$ cat src/rtl/alarm_unit_if.sv
// Host-side bundle for alarm_unit: epoch input, alarm load/control strobes,
// and the registered interrupt/status outputs.
interface alarm_unit_if #(
    parameter int WIDTH        = 64,
    parameter int PERIOD_WIDTH = 32,
    parameter int MISS_WIDTH   = 8
);
    logic [WIDTH-1:0]        i_time;
    logic [WIDTH-1:0]        i_alarm;
    logic [PERIOD_WIDTH-1:0] i_period;
    logic                    alarm_le;
    logic                    arm;
    logic                    disarm;
    logic                    ack;
    logic                    irq;
    logic [1:0]              o_state;
    logic [WIDTH-1:0]        o_alarm;
    logic [MISS_WIDTH-1:0]   o_miss;

    modport master (
        output i_time, i_alarm, i_period, alarm_le, arm, disarm, ack,
        input  irq, o_state, o_alarm, o_miss
    );

    modport slave (
        input  i_time, i_alarm, i_period, alarm_le, arm, disarm, ack,
        output irq, o_state, o_alarm, o_miss
    );
endinterface

$ cat src/rtl/alarm_unit.sv
// Epoch alarm comparator: one-shot or periodic alarm with level irq and
// saturating missed-period count; advances degrade to one-shot on wrap.
module alarm_unit #(
    parameter int WIDTH        = 64,
    parameter int PERIOD_WIDTH = 32,
    parameter int MISS_WIDTH   = 8
) (
    input  logic         clk,
    input  logic         rst,
    alarm_unit_if.slave  bus
);
    typedef enum logic [1:0] {
        ST_IDLE  = 2'b00,
        ST_ARMED = 2'b01,
        ST_FIRED = 2'b10
    } state_e;

    state_e                  state_q, state_d;
    logic [WIDTH-1:0]        alarm_q, alarm_d;
    logic [PERIOD_WIDTH-1:0] period_q, period_d;
    logic [MISS_WIDTH-1:0]   miss_q, miss_d;
    logic                    irq_q, irq_d;

    logic                    hit_s;
    logic                    periodic_s;
    logic [WIDTH:0]          sum_s;
    logic [WIDTH-1:0]        adv_alarm_s;
    logic [PERIOD_WIDTH-1:0] adv_period_s;
    logic [MISS_WIDTH-1:0]   miss_inc_s;

    // Hit test and the one-step advance candidate (carry-out drops the period)
    always_comb begin
        hit_s        = (bus.i_time >= alarm_q);
        periodic_s   = (period_q != {PERIOD_WIDTH{1'b0}});
        sum_s        = {1'b0, alarm_q} + {{(WIDTH + 1 - PERIOD_WIDTH){1'b0}}, period_q};
        adv_alarm_s  = sum_s[WIDTH-1:0];
        adv_period_s = sum_s[WIDTH] ? {PERIOD_WIDTH{1'b0}} : period_q;
        miss_inc_s   = (&miss_q) ? miss_q : (miss_q + {{(MISS_WIDTH-1){1'b0}}, 1'b1});
    end

    // Next-state logic in priority order: disarm, alarm_le, then per-state rules
    always_comb begin
        state_d  = state_q;
        alarm_d  = alarm_q;
        period_d = period_q;
        miss_d   = miss_q;
        if (bus.disarm) begin
            state_d = ST_IDLE;
        end else if (bus.alarm_le) begin
            alarm_d  = bus.i_alarm;
            period_d = bus.i_period;
            miss_d   = {MISS_WIDTH{1'b0}};
            state_d  = ST_IDLE;
        end else begin
            case (state_q)
                ST_IDLE: begin
                    if (bus.arm) begin
                        state_d = ST_ARMED;
                        miss_d  = {MISS_WIDTH{1'b0}};
                    end else begin
                        state_d = ST_IDLE;
                    end
                end
                ST_ARMED: begin
                    if (hit_s) begin
                        state_d = ST_FIRED;
                        if (periodic_s) begin
                            alarm_d  = adv_alarm_s;
                            period_d = adv_period_s;
                        end else begin
                            alarm_d = alarm_q;
                        end
                    end else begin
                        state_d = ST_ARMED;
                    end
                end
                ST_FIRED: begin
                    // ack beats a concurrent hit; no advance or miss that cycle
                    if (bus.ack) begin
                        state_d = periodic_s ? ST_ARMED : ST_IDLE;
                    end else if (hit_s && periodic_s) begin
                        alarm_d  = adv_alarm_s;
                        period_d = adv_period_s;
                        miss_d   = miss_inc_s;
                    end else begin
                        state_d = ST_FIRED;
                    end
                end
                default: begin
                    state_d = ST_IDLE;
                end
            endcase
        end
        irq_d = (state_d == ST_FIRED);
    end

    // State and output registers with synchronous reset
    always_ff @(posedge clk) begin
        if (rst) begin
            state_q  <= ST_IDLE;
            alarm_q  <= {WIDTH{1'b1}};
            period_q <= {PERIOD_WIDTH{1'b0}};
            miss_q   <= {MISS_WIDTH{1'b0}};
            irq_q    <= 1'b0;
        end else begin
            state_q  <= state_d;
            alarm_q  <= alarm_d;
            period_q <= period_d;
            miss_q   <= miss_d;
            irq_q    <= irq_d;
        end
    end

    assign bus.irq     = irq_q;
    assign bus.o_state = state_q;
    assign bus.o_alarm = alarm_q;
    assign bus.o_miss  = miss_q;
endmodule

$ cat src/flat_wrapper.sv
// flat-port wrapper written by rule: the top's interface ports become plain ports
module alarm_unit_flat 
#(
    parameter int WIDTH        = 64,
    parameter int PERIOD_WIDTH = 32,
    parameter int MISS_WIDTH   = 8
)
  (clk, rst, bus_i_time, bus_i_alarm, bus_i_period, bus_alarm_le, bus_arm, bus_disarm, bus_ack, bus_irq, bus_o_state, bus_o_alarm, bus_o_miss);
  alarm_unit_if #(.WIDTH(WIDTH), .PERIOD_WIDTH(PERIOD_WIDTH), .MISS_WIDTH(MISS_WIDTH)) bus_i ();
  input  logic clk;
  input  logic rst;
  input wire logic [$bits(bus_i.i_time)-1:0] bus_i_time;
  input wire logic [$bits(bus_i.i_alarm)-1:0] bus_i_alarm;
  input wire logic [$bits(bus_i.i_period)-1:0] bus_i_period;
  input wire logic [$bits(bus_i.alarm_le)-1:0] bus_alarm_le;
  input wire logic [$bits(bus_i.arm)-1:0] bus_arm;
  input wire logic [$bits(bus_i.disarm)-1:0] bus_disarm;
  input wire logic [$bits(bus_i.ack)-1:0] bus_ack;
  output wire logic [$bits(bus_i.irq)-1:0] bus_irq;
  output wire logic [$bits(bus_i.o_state)-1:0] bus_o_state;
  output wire logic [$bits(bus_i.o_alarm)-1:0] bus_o_alarm;
  output wire logic [$bits(bus_i.o_miss)-1:0] bus_o_miss;
  assign bus_i.i_time = bus_i_time;
  assign bus_i.i_alarm = bus_i_alarm;
  assign bus_i.i_period = bus_i_period;
  assign bus_i.alarm_le = bus_alarm_le;
  assign bus_i.arm = bus_arm;
  assign bus_i.disarm = bus_disarm;
  assign bus_i.ack = bus_ack;
  assign bus_irq = bus_i.irq;
  assign bus_o_state = bus_i.o_state;
  assign bus_o_alarm = bus_i.o_alarm;
  assign bus_o_miss = bus_i.o_miss;
  alarm_unit #(.WIDTH(WIDTH), .PERIOD_WIDTH(PERIOD_WIDTH), .MISS_WIDTH(MISS_WIDTH)) u_core (.clk(clk), .rst(rst), .bus(bus_i));
endmodule
$ cat config.mk
export PLATFORM = sky130hd
export DESIGN_NAME = alarm_unit_flat
export DESIGN_NICKNAME = d
export VERILOG_FILES = /design/src/rtl/alarm_unit_if.sv /design/src/rtl/alarm_unit.sv /design/src/flat_wrapper.sv
export SDC_FILE = /design/constraint.sdc
export NUM_CORES = 1
export LEC_CHECK = 0
export ABC_AREA = 0
export BUFFER_PORTS_ARGS = -buffer_cell sky130_fd_sc_hd__buf_2
export CORE_ASPECT_RATIO = 0.9
export CORE_MARGIN = 1.5
export CORE_UTILIZATION = 58
export CTS_CLUSTER_SIZE = 16
export DETAILED_ROUTE_END_ITERATION = 8
export MAX_ROUTING_LAYER = met4
export PLACE_DENSITY = 0.92
export SLEW_MARGIN = 20
export SYNTH_ARGS = -nofsm -noshare
export SYNTH_HDL_FRONTEND = slang
export SYNTH_SLANG_ARGS = --single-unit
$ cat constraint.sdc
create_clock -name clk -period 9.5 [get_ports clk]
set_input_delay 0.475 -clock clk [delete_from_list [all_inputs] [get_ports clk]]
set_output_delay 0.475 -clock clk [all_outputs]
set_load 0.02 [all_outputs]
# Word level (Yosys, flattened, before mapping)
# Cells that the tools add are included.
dict set report classes {
  addsub 2
  mul 0
  div 0
  order_cmp 1
  eq_ne 9
  shift 0
  n_mux 27
  bitwise 1
  reduce_logical 8
}
# operator count
set ops {}
lappend ops {{64-bit 2-to-1 mux} 5}
lappend ops {{32-bit 2-to-1 mux} 6}
lappend ops {{64-bit one-hot mux with 2 select lines} 1}
lappend ops {{64-bit by 32-bit adder with 65-bit output} 1}
lappend ops {{64-bit >= comparator} 1}
lappend ops {{32-bit one-hot mux with 2 select lines} 1}
lappend ops {{8-bit 2-to-1 mux} 5}
lappend ops {{32-bit nonzero test} 1}
lappend ops {{8-bit one-hot mux with 2 select lines} 1}
lappend ops {{6-bit AND reduction} 2}
lappend ops {{2-bit 2-to-1 mux} 5}
lappend ops {{3-bit by 2-bit inequality test with 1-bit output, second input constant} 3}
lappend ops {{3-bit inequality test, second input constant} 3}
lappend ops {{8-bit by 1-bit adder with 8-bit output, second input constant} 1}
lappend ops {{8-bit AND reduction} 1}
lappend ops {{2-bit one-hot mux with 3 select lines} 1}
lappend ops {{3-bit nonzero test} 2}
lappend ops {{2-bit == test, second input constant} 2}
lappend ops {{2-bit by 1-bit == test with 1-bit output, second input constant} 1}
lappend ops {{2-bit zero test} 1}
lappend ops {{1-bit 2-to-1 mux} 2}
lappend ops {{1-bit logical AND} 1}
lappend ops {{1-bit inverter} 1}
dict set report totals {
  reg_bits 107
  latchBits 0
  mem_bits_rw 0
  mem_bits_ro 0
  in_bits 166
  output_inout_bits 75
  elab_cells 53
  memories 0
}

# Depth between registers and ports, before layout
# Gate-level depths: netlist of the first run.
dict set report depth {
  word_depth 8
  mapped_depth 14
  mapped_depth_nobuf 12
}

# Worst setup path before layout of the first run
# Ideal clock, no wire load.
dict set report synth_timing {
  path_type {register to register}
  startpoint {register u_core.alarm_q[0], in the netlist u_core.bus.o_alarm[0]}
  endpoint {register u_core.alarm_q[40], in the netlist u_core.bus.o_alarm[40]}
  setup_time_ps 114
  arrival_time_ps 3054
  required_ps 9386
  setup_slack_ps 6332
  stages_incl_launch_ff 15
  path_buffers 2
  period_less_slack_ps 3168
  cell_sequence {dfxtp_1 -> ha_1 -> inv_1 -> fa_1 -> and2b_1 -> o31a_1 -> o21ai_1 -> a2111oi_2 -> nor3_1 -> or2_1 -> buf_4 -> buf_4 -> nor4_1 -> o21ai_0 -> a21o_1}
}
dict set report synth_between {
  elab_chain_len 5
  word_cells_on_any_way 12
  classes_between {add/sub (1); order compare (1); eq/ne (2); mux (6); reduce/logical (2)}
}
# element line
set synth_lines {}
lappend synth_lines {{start, declared} alarm_unit.sv:19} ;# logic [WIDTH-1:0] alarm_q, alarm_d;
lappend synth_lines {{start signal, assigned} alarm_unit.sv:101} ;# alarm_q <= {WIDTH{1'b1}};
lappend synth_lines {{start signal, assigned} alarm_unit.sv:107} ;# alarm_q <= alarm_d;
lappend synth_lines {{64-bit by 32-bit adder with 65-bit output} alarm_unit.sv:35} ;# sum_s = {1'b0, alarm_q} + {{(WIDTH + 1 - PERIOD_WIDTH){1'b0}}, period_q};
lappend synth_lines {{64-bit 2-to-1 mux (on tied branches)} {alarm_unit.sv:81, alarm_unit.sv:67}}
lappend synth_lines {{64-bit 2-to-1 mux (on tied branches)} {alarm_unit.sv:79, alarm_unit.sv:65}}
lappend synth_lines {{64-bit one-hot mux with 2 select lines} alarm_unit.sv:55} ;# case (state_q)
lappend synth_lines {{64-bit 2-to-1 mux} alarm_unit.sv:49} ;# end else if (bus.alarm_le) begin
# Several ways; a longest one is shown, not always the timed one. The select of a mux whose other input is x is not followed.
# A chain may end at the register's enable or synchronous reset.

# Final worst setup path of the first run
dict set report layout_timing {
  startpoint {register u_core.alarm_q[59], in the netlist u_core.bus.o_alarm[59]}
  endpoint {register u_core.alarm_q[24], in the netlist u_core.bus.o_alarm[24]}
}
dict set report layout_between {
  elab_chain_len 4
  word_cells_on_any_way 5
  classes_between {order compare (1); eq/ne (2); reduce/logical (2)}
}
# element line
set layout_lines {}
lappend layout_lines {{64-bit >= comparator (*)} alarm_unit.sv:33} ;# hit_s = (bus.i_time >= alarm_q);
lappend layout_lines {{1-bit logical AND} alarm_unit.sv:81} ;# end else if (hit_s && periodic_s) begin
lappend layout_lines {{3-bit by 2-bit inequality test with 1-bit output (no line)} -}
lappend layout_lines {{6-bit AND reduction (no line) (*)} -}
# Mark *: on every way between the ends. The rest lies on a longest branch, timed or not.

==> results.toml, run 1 <==
[global_routing]
grt_max_degree = 72
antenna_found_initial = 1
grt_pass1_wl_um = 47400
grt_usage_pct = 38.4
grt_pass1_vias = 9223
grt-ovfl-total = 0

[hold_path]
hold_path_class = "in -> reg"
min_path_cells = 3

[pwr]
p_leak_nw = 5.16
power_density_nw_per_um2 = 147
ir_worst_vdd_mv = 0.113

[synthesis]
synthAdderAreaFrac_pct = 14.1
syn_avg_cell_area_um2 = 7.61
synthMuxAreaShare_pct = 0.685
synth_top_family_by_area = "compound AO/OA/AOI/OAI gates"
synth_xor_area_share_pct = 2.70
synth.distinct_cells = 85
synth-edff-count = 0
synth_nets = 1417
synth_top_flop_cell = "dfxtp_1"
ys_seq_area_share_pct = 24.4
yosys_warnings = 0
syn-instance-count = 1153
synth_compound_area_share_pct = 29.8
synth-simple-area-share_pct = 21.8
synthArstFlopShare_pct = 0
synth_seq_cells = 107
netlist_area_um2 = 8770

[cells_and_area]
nets = 1614
layout_commonest_cell = "buf_2"
final_cell_mix = "buf_2, nor2_1, dfxtp_1"
drive_gt1_share_pct = 22.1
area_delta_synth_final_pct = 17.8

[clock_network]
cts-hold-fix-buffers = 0
cts_num_sinks = 107
cts_tree = "built"
post_cts_resized = 0
numCtsBuffers = 9
cts_setup_buffers = 0
cts_buffer_depth = 2
clk_latency_ns = 0.37
root_buffer = "clkbuf_16"
clk_pin_slew_ns = 0.08
h-tree-depth = 3

[die]
die_x_um = 133
die_y_um = 120
core_um2 = 14800
rows = 42
io_pins = 241
dieArea_um2 = 15900
start_util_pct = 59.4

[detailed_routing]
drc = 0
dr_wl_met2_um = 13200
dr_wl_met3_um = 3330
post_drt_wl_per_cell_um = 19.2
top_layer = "met4"
vias = 10107
first_pass_iters = 6
drt-met1-wl_um = 12100
viasPerCell = 6.50
dr.first_iter.drc_count = 1387
routed_wl_um = 29900
postRouteAntennaNets = 0

[sta]
slew_headroom_pct = 31.0
period_share_pct = 45.6
fmaxAchievable_mhz = 231
skew_ns = 0.0112
timing.hold.ws_ns = 0.349
period_needed_ns = 4.33
slew_viol_final = 0
setup_viol = 0
worst_slew_pin_slew_ns = 1.03
final-hold-violation-count = 0
fin_setup_tns_ns = 0
layout_setup_ws_ns = 5.17
rsz0062_at_grt = "no"

[setup_path]
end_kind = "flop"
worstSetupPathType = "reg -> reg"
required_ns = 9.72
worst-r2r-cell-count = 12
worstSetupStartpointType = "flop"
cp.arrival_ns = 4.55
worst-path-max-fanout = 42

[placed_design]
numPortBuffers = 240
place_hpwl_um = 23100
gp_congestion = 0.986
dpl_worst_slack_ns = 5.23

[job]
cap_violations = 0

[status]
status = "finished clean"
[synthesized netlist by cell type (all sizes together), types with 7 or more instances]
cell    number  area (um^2)
a32oi       11         96.3
or2         11         68.8
nand2b       8         50.1
ha          97         1210
nor3        37          185
a211oi      28          210
nor2       131          492
clkbuf      51          203
o21a        13         97.6
dfxtp      107         2140
o211ai      21          158
nand2       93          349
nand4       21          146
a21o        26          195
nor4        25          171
a22oi       34          255
or3          7         50.1
xor2        14          123
a311oi       7         67.6
o21ai       82          414
xnor2       13          114
a21oi       73          365
o31a         7         61.3
o22ai        7         43.8
a31oi       18          128
inv         79          297
buf         11         65.1
nand3       19         95.1
[kinds of logic (layout without fill, tap and decap cells)]
| kind of cell | count (synthesis) | in the layout |
|---|---|---|
| xor+xnor | 27 | 27 |
| simple gates | 391 | 391 |
| other cells | 0 | 1 |
| compound gates | 382 | 382 |
| mux | 6 | 6 |
| buf+inv | 142 | 344 |
| flops | 107 | 107 |
| fa+ha+maj | 98 | 98 |
[metal layers]
metal | up-vias | track usage (%)
met3 | 104 | 6.46
met1 | 4637 | 50.4
li1 | 4680 | -
met4 | 0 | 18.2
met2 | 686 | 57.8
met5 | - | -
[power breakdown]
group          total (mW)  switching (mW)  leakage, nW  internal, mW
registers           0.503          0.0303        0.875         0.472
logic               0.620           0.385         4.15         0.235
clock network       0.398           0.191        0.140         0.207
[worst paths after layout]
kind	startpoint	to	slack, ns
worst max-delay path	u_core.bus.o_alarm[59]	u_core.bus.o_alarm[24]	5.17
worst min-delay path	bus_i_alarm[48]	u_core.bus.o_alarm[48]	0.35
worst max register to register	u_core.bus.o_alarm[59]	u_core.bus.o_alarm[24]	5.17
worst min register to register	u_core.bus.o_miss[5]	u_core.bus.o_miss[5]	0.52
[stage by stage]
| stage | cells | power (mW) | area, um^2 | util [%] |
|---|---|---|---|---|
| floorplan | 1153 | 0.939 | 8770 | - |
| global placement | 1537 | 1.10 | 10000 | 67.9 |
| detailed placement | 1537 | 1.11 | 10000 | 67.9 |
| CTS | 1553 | 1.50 | 10300 | 70.0 |
| global route | 1554 | 1.60 | 10300 | 70.0 |
| finish | 1554 | 1.52 | 10300 | 70.0 |
[flip-flops by register name, indices dropped and copies added, names as in the netlist]
name                count
u_core.bus.irq          1
u_core.bus.o_alarm     64
u_core.bus.o_miss       8
u_core.bus.o_state      2
u_core.period_q        32
[critical path: stages, from the launching register on]
cell,delay [ns]
dfxtp_1,0.41
inv_1,0.11
ha_1,0.31
nand4_1,0.23
nor4_4,0.39
and3_1,0.28
o31a_1,0.16
a31oi_1,0.08
a311oi_4,0.90
buf_4,0.55
nand2_1,0.33
a211oi_1,0.35
a31oi_1,0.07
[final cells by class]
type / instances / area, um^2
Multi-Input combinational cell: 904 / 6080
Tap cell: 198 / 248
Clock inverter: 7 / 77.6
Sequential cell: 107 / 2140
Antenna cell: 1 / 2.50
Clock buffer: 9 / 225
Inverter: 80 / 300
Timing Repair Buffer: 248 / 1260
Fill cell: 1222 / 4430
(Power assumes the default switching activity.)
==> run 2: changes to the inputs <==
- CORE_UTILIZATION: 58 -> 54
- PLACE_DENSITY: 0.92 -> 0.87
- clock period: 9.5 -> 4.5 ns (I/O delays scaled with it)
==> results.toml, run 2 (synthesis gave the netlist of run 1 again) <==
[clock_network]
h-tree-depth = 3
clk_latency_ns = 0.38
cts_num_sinks = 107
cts_setup_buffers = 0
cts_buffer_depth = 2
numCtsBuffers = 9
post_cts_resized = 0
cts-hold-fix-buffers = 0
root_buffer = "clkbuf_16"
clk_pin_slew_ns = 0.08
cts_tree = "built"

[sta]
worst_slew_pin_slew_ns = 1.06
fin_setup_tns_ns = 0
rsz0062_at_grt = "no"
setup_viol = 0
period_needed_ns = 3.90
period_share_pct = 86.6
skew_ns = 0.0164
timing.hold.ws_ns = 0.0961
slew_headroom_pct = 29.0
slew_viol_final = 0
layout_setup_ws_ns = 0.604
final-hold-violation-count = 0
fmaxAchievable_mhz = 257

[job]
cap_violations = 0

[setup_path]
worstSetupStartpointType = "flop"
end_kind = "flop"
reg2reg_slack_ns = 0.60
worst-path-max-fanout = 32
cp.arrival_ns = 4.10
required_ns = 4.71
worstSetupPathType = "reg -> reg"

[detailed_routing]
vias = 9920
drc = 0
viasPerCell = 6.34
routed_wl_um = 30000
post_drt_wl_per_cell_um = 19.2
first_pass_iters = 5
dr.first_iter.drc_count = 928
postRouteAntennaNets = 0

[placed_design]
placed_cell_area_um2 = 10100
place_inst = 1546
place_hpwl_um = 22900
dpl_worst_slack_ns = 0.653
gp_congestion = 0.983
numPortBuffers = 240

[die]
die_y_um = 124
start_util_pct = 56.0
core_um2 = 15700
dieArea_um2 = 17000
die_x_um = 137
rows = 43
io_pins = 241

[cells_and_area]
layout_commonest_cell = "buf_2"
stdcell_area_um2 = 10400
nets = 1619
fin_cells = 1565
final_cell_mix = "buf_2, nor2_1, dfxtp_1"
area_delta_synth_final_pct = 18.5
drive_gt1_share_pct = 22.4
largest_register_ffs = 64
post-route-util_pct = 66.4

[pwr]
power_mw = 3.24
power_density_nw_per_um2 = 311
p_leak_nw = 5.20
ir_worst_vdd_mv = 0.243

[global_routing]
antenna_found_initial = 2
grt_max_degree = 73
grt-ovfl-total = 0
grt_pass1_vias = 8904
grt_pass1_wl_um = 46000
grt_usage_pct = 35.9

[hold_path]
hold_path_class = "in -> reg"

[status]
status = "finished clean"
[run 2: changes by cell type in the layout (fill, tap and decap cells not counted), sizes merged]
cell / delta
clkinvlp: -2
inv: +1
clkbuf: +1
diode: +2
buf: +5
[run 2: critical path, cell delays in order, from the launching register on]
cell     delay [ns]
dfxtp_1        0.45
inv_1          0.07
ha_1           0.34
nand4_4        0.17
nor4_4         0.38
and3_1         0.28
o31a_1         0.15
a31oi_1        0.07
a311o_2        0.69
nor2_1         0.91
a22oi_1        0.21
[run 2: layout make-up]
class                      instances  area (um^2)
multi-input combinational        904         6080
fill                            1354         5270
sequential                       107         2140
timing repair buffer             253         1300
inverter                          80          300
tap                              202          253
clock buffer                      10          239
clock inverter                     6         72.6
antenna                            3         7.51
[run 2: final timing paths]
path / start / to / cells after the start
min reg2reg: u_core.bus.o_miss[1] / u_core.bus.o_miss[1] / 2
max: u_core.bus.o_alarm[61] / u_core.bus.o_alarm[36] / 10
min: bus_i_alarm[48] / u_core.bus.o_alarm[48] / 3
max reg2reg: u_core.bus.o_alarm[61] / u_core.bus.o_alarm[36] / 10
[run 2: metal layers]
| metal | track usage (%) | vias to the layer above | wire length [um] | share of wire [%] |
|---|---|---|---|---|
| met5 | - | - | 0 | 0 |
| met1 | 46.8 | 4588 | 12600 | 42 |
| li1 | - | 4699 | - | - |
| met3 | 6.55 | 86 | 2970 | 9.9 |
| met4 | 13.6 | 0 | 1030 | 3.4 |
| met2 | 55.5 | 547 | 13400 | 45 |
[run 2: where the power goes]
part           internal, mW  total (mW)  switching [mW]
registers             0.997        1.05          0.0576
logic                 0.502        1.32           0.815
clock network         0.454       0.864           0.411
==> run 3: changes to the inputs <==
- CTS_CLUSTER_SIZE: 16 -> unset
- clock period: 4.5 -> 3.65 ns (I/O delays scaled with it)
==> results.toml, run 3 (synthesis gave the netlist of run 1 again) <==
[setup_path]
cp.depth = 14
crit_top_cell = "buf_4"
required_ns = 3.88
cp.arrival_ns = 3.62
path_cells = "inv_1, ha_1, nand4_1, nor4_4, buf_4, nand3_1, o211ai_1, nor4b_2, a311oi_4, buf_12, o21ai_2, buf_4, a22oi_1, nor2_1"
critPathBufInv = 4
worstSetupStartpointType = "flop"
end_kind = "flop"
worst-path-max-fanout = 33
crit_slowest_cell = "nor4_4"
worstSetupPathType = "reg -> reg"
max_stage_delay_ns = 0.43
path_delay_family = "simple AND/OR/NAND/NOR gates"
worst-r2r-cell-count = 14

[detailed_routing]
vias = 10156
first_pass_iters = 6
postRouteAntennaNets = 0
drc = 0
dr.first_iter.drc_count = 1029
post_drt_wl_per_cell_um = 19.3
viasPerCell = 6.43
routed_wl_um = 30500

[global_routing]
grt_max_degree = 72
grt-ovfl-total = 0
antenna_found_initial = 3
grt_usage_pct = 36.4
grt_pass1_vias = 9219
grt_pass1_wl_um = 47200

[sta]
fmaxAchievable_mhz = 295
slew_headroom_pct = 45.5
skew_ns = 0.0134
layout_setup_ws_ns = 0.255
slew_viol_final = 0
worst_slew_pin_slew_ns = 0.809
rsz0062_at_grt = "no"
period_needed_ns = 3.40
setup_viol = 0
period_share_pct = 93.0
final-hold-violation-count = 0
fin_setup_tns_ns = 0

[placed_design]
numPortBuffers = 240
dpl_worst_slack_ns = 0.127
gp_congestion = 1.02
placed_cell_area_um2 = 10200
place_hpwl_um = 23600

[cells_and_area]
nets = 1634
n_fill_cell = 1344
layout_commonest_cell = "buf_2"
post-route-util_pct = 67.2
final_cell_mix = "buf_2, nor2_1, dfxtp_1"
area_delta_synth_final_pct = 20.0
stdcell_area_um2 = 10500
drive_gt1_share_pct = 23.4
largest_register_ffs = 64

[die]
io_pins = 241
die_x_um = 137
start_util_pct = 56.0
die_y_um = 124
dieArea_um2 = 17000
rows = 43
core_um2 = 15700

[pwr]
power_mw = 4.00
ir_worst_vdd_mv = 0.307
power_density_nw_per_um2 = 380
p_leak_nw = 5.27

[clock_network]
cts_buffer_depth = 2
numCtsBuffers = 9
root_buffer = "clkbuf_16"
clk_pin_slew_ns = 0.08
cts_num_sinks = 107
h-tree-depth = 3
clk_latency_ns = 0.37
cts_tree = "built"

[hold_path]
hold_path_class = "in -> reg"
min_path_cells = 3

[job]
cap_violations = 0

[status]
status = "finished clean"
## run 3: cell count changes in the layout (fill, tap and decap cells not counted), sizes merged
cell,before,now
inv,81,79
clkinv,3,2
clkinvlp,1,2
buf,253,268
clkbuf,10,12
## run 3: routing by layer
metal	wire length (um)	up-vias	global-route usage [%]
met2	13500	668	55.2
met1	12500	4663	47.6
met4	1170	0	15.3
met3	3370	102	7.12
li1	-	4723	-
met5	0	-	-
## run 3: layout make-up
class | count | area, um^2 | area share [%]
timing repair buffer | 268 | 1420 | 13.5
multi-input combinational | 904 | 6100 | 58.0
sequential | 107 | 2140 | 20.3
clock inverter | 4 | 50.0 | 0.475
clock buffer | 12 | 246 | 2.34
inverter | 80 | 300 | 2.85
tap | 202 | 253 | 2.40
antenna | 3 | 7.51 | 0.0713
## run 3: path summary, 6_finish.rpt
kind                               start  slack (ns)                   end
hold / removal          bus_i_period[12]        0.07   u_core.period_q[12]
hold reg to reg     u_core.bus.o_miss[1]        0.51  u_core.bus.o_miss[1]
setup reg to reg  u_core.bus.o_alarm[59]        0.25   u_core.period_q[20]
setup / recovery  u_core.bus.o_alarm[59]        0.25   u_core.period_q[20]
## run 3: metrics by stage
step | hold slack (ns) | cells
after floorplan | 0.323 | 1153
after global placement | 0.430 | 1558
after detailed placement | 0.439 | 1558
after CTS | 0.0588 | 1574
after global routing | 0.0696 | 1580
final | 0.0671 | 1580
## run 3: timing repair
action | CTS | global route
endpoints found under the setup margin | 0 | 16
hold buffers | 0 | 0
hold endpoints to repair | 0 | 0
gates resized for setup | 0 | 5
setup buffers | 0 | 3
## run 3: report_power, final
group / leakage, nW / internal [mW] / switching (mW)
registers: 0.875 / 1.23 / 0.0736
clock network: 0.139 / 0.551 / 0.475
logic: 4.25 / 0.649 / 1.02
total: 5.27 / 2.43 / 1.57
## run 3: worst reg2reg max path, cell delays in order, from the launching register on
cell	delay, ns
dfxtp_1	0.41
inv_1	0.11
ha_1	0.30
nand4_1	0.23
nor4_4	0.43
buf_4	0.18
nand3_1	0.07
o211ai_1	0.14
nor4b_2	0.11
a311oi_4	0.43
buf_12	0.24
o21ai_2	0.09
buf_4	0.26
a22oi_1	0.21
nor2_1	0.06
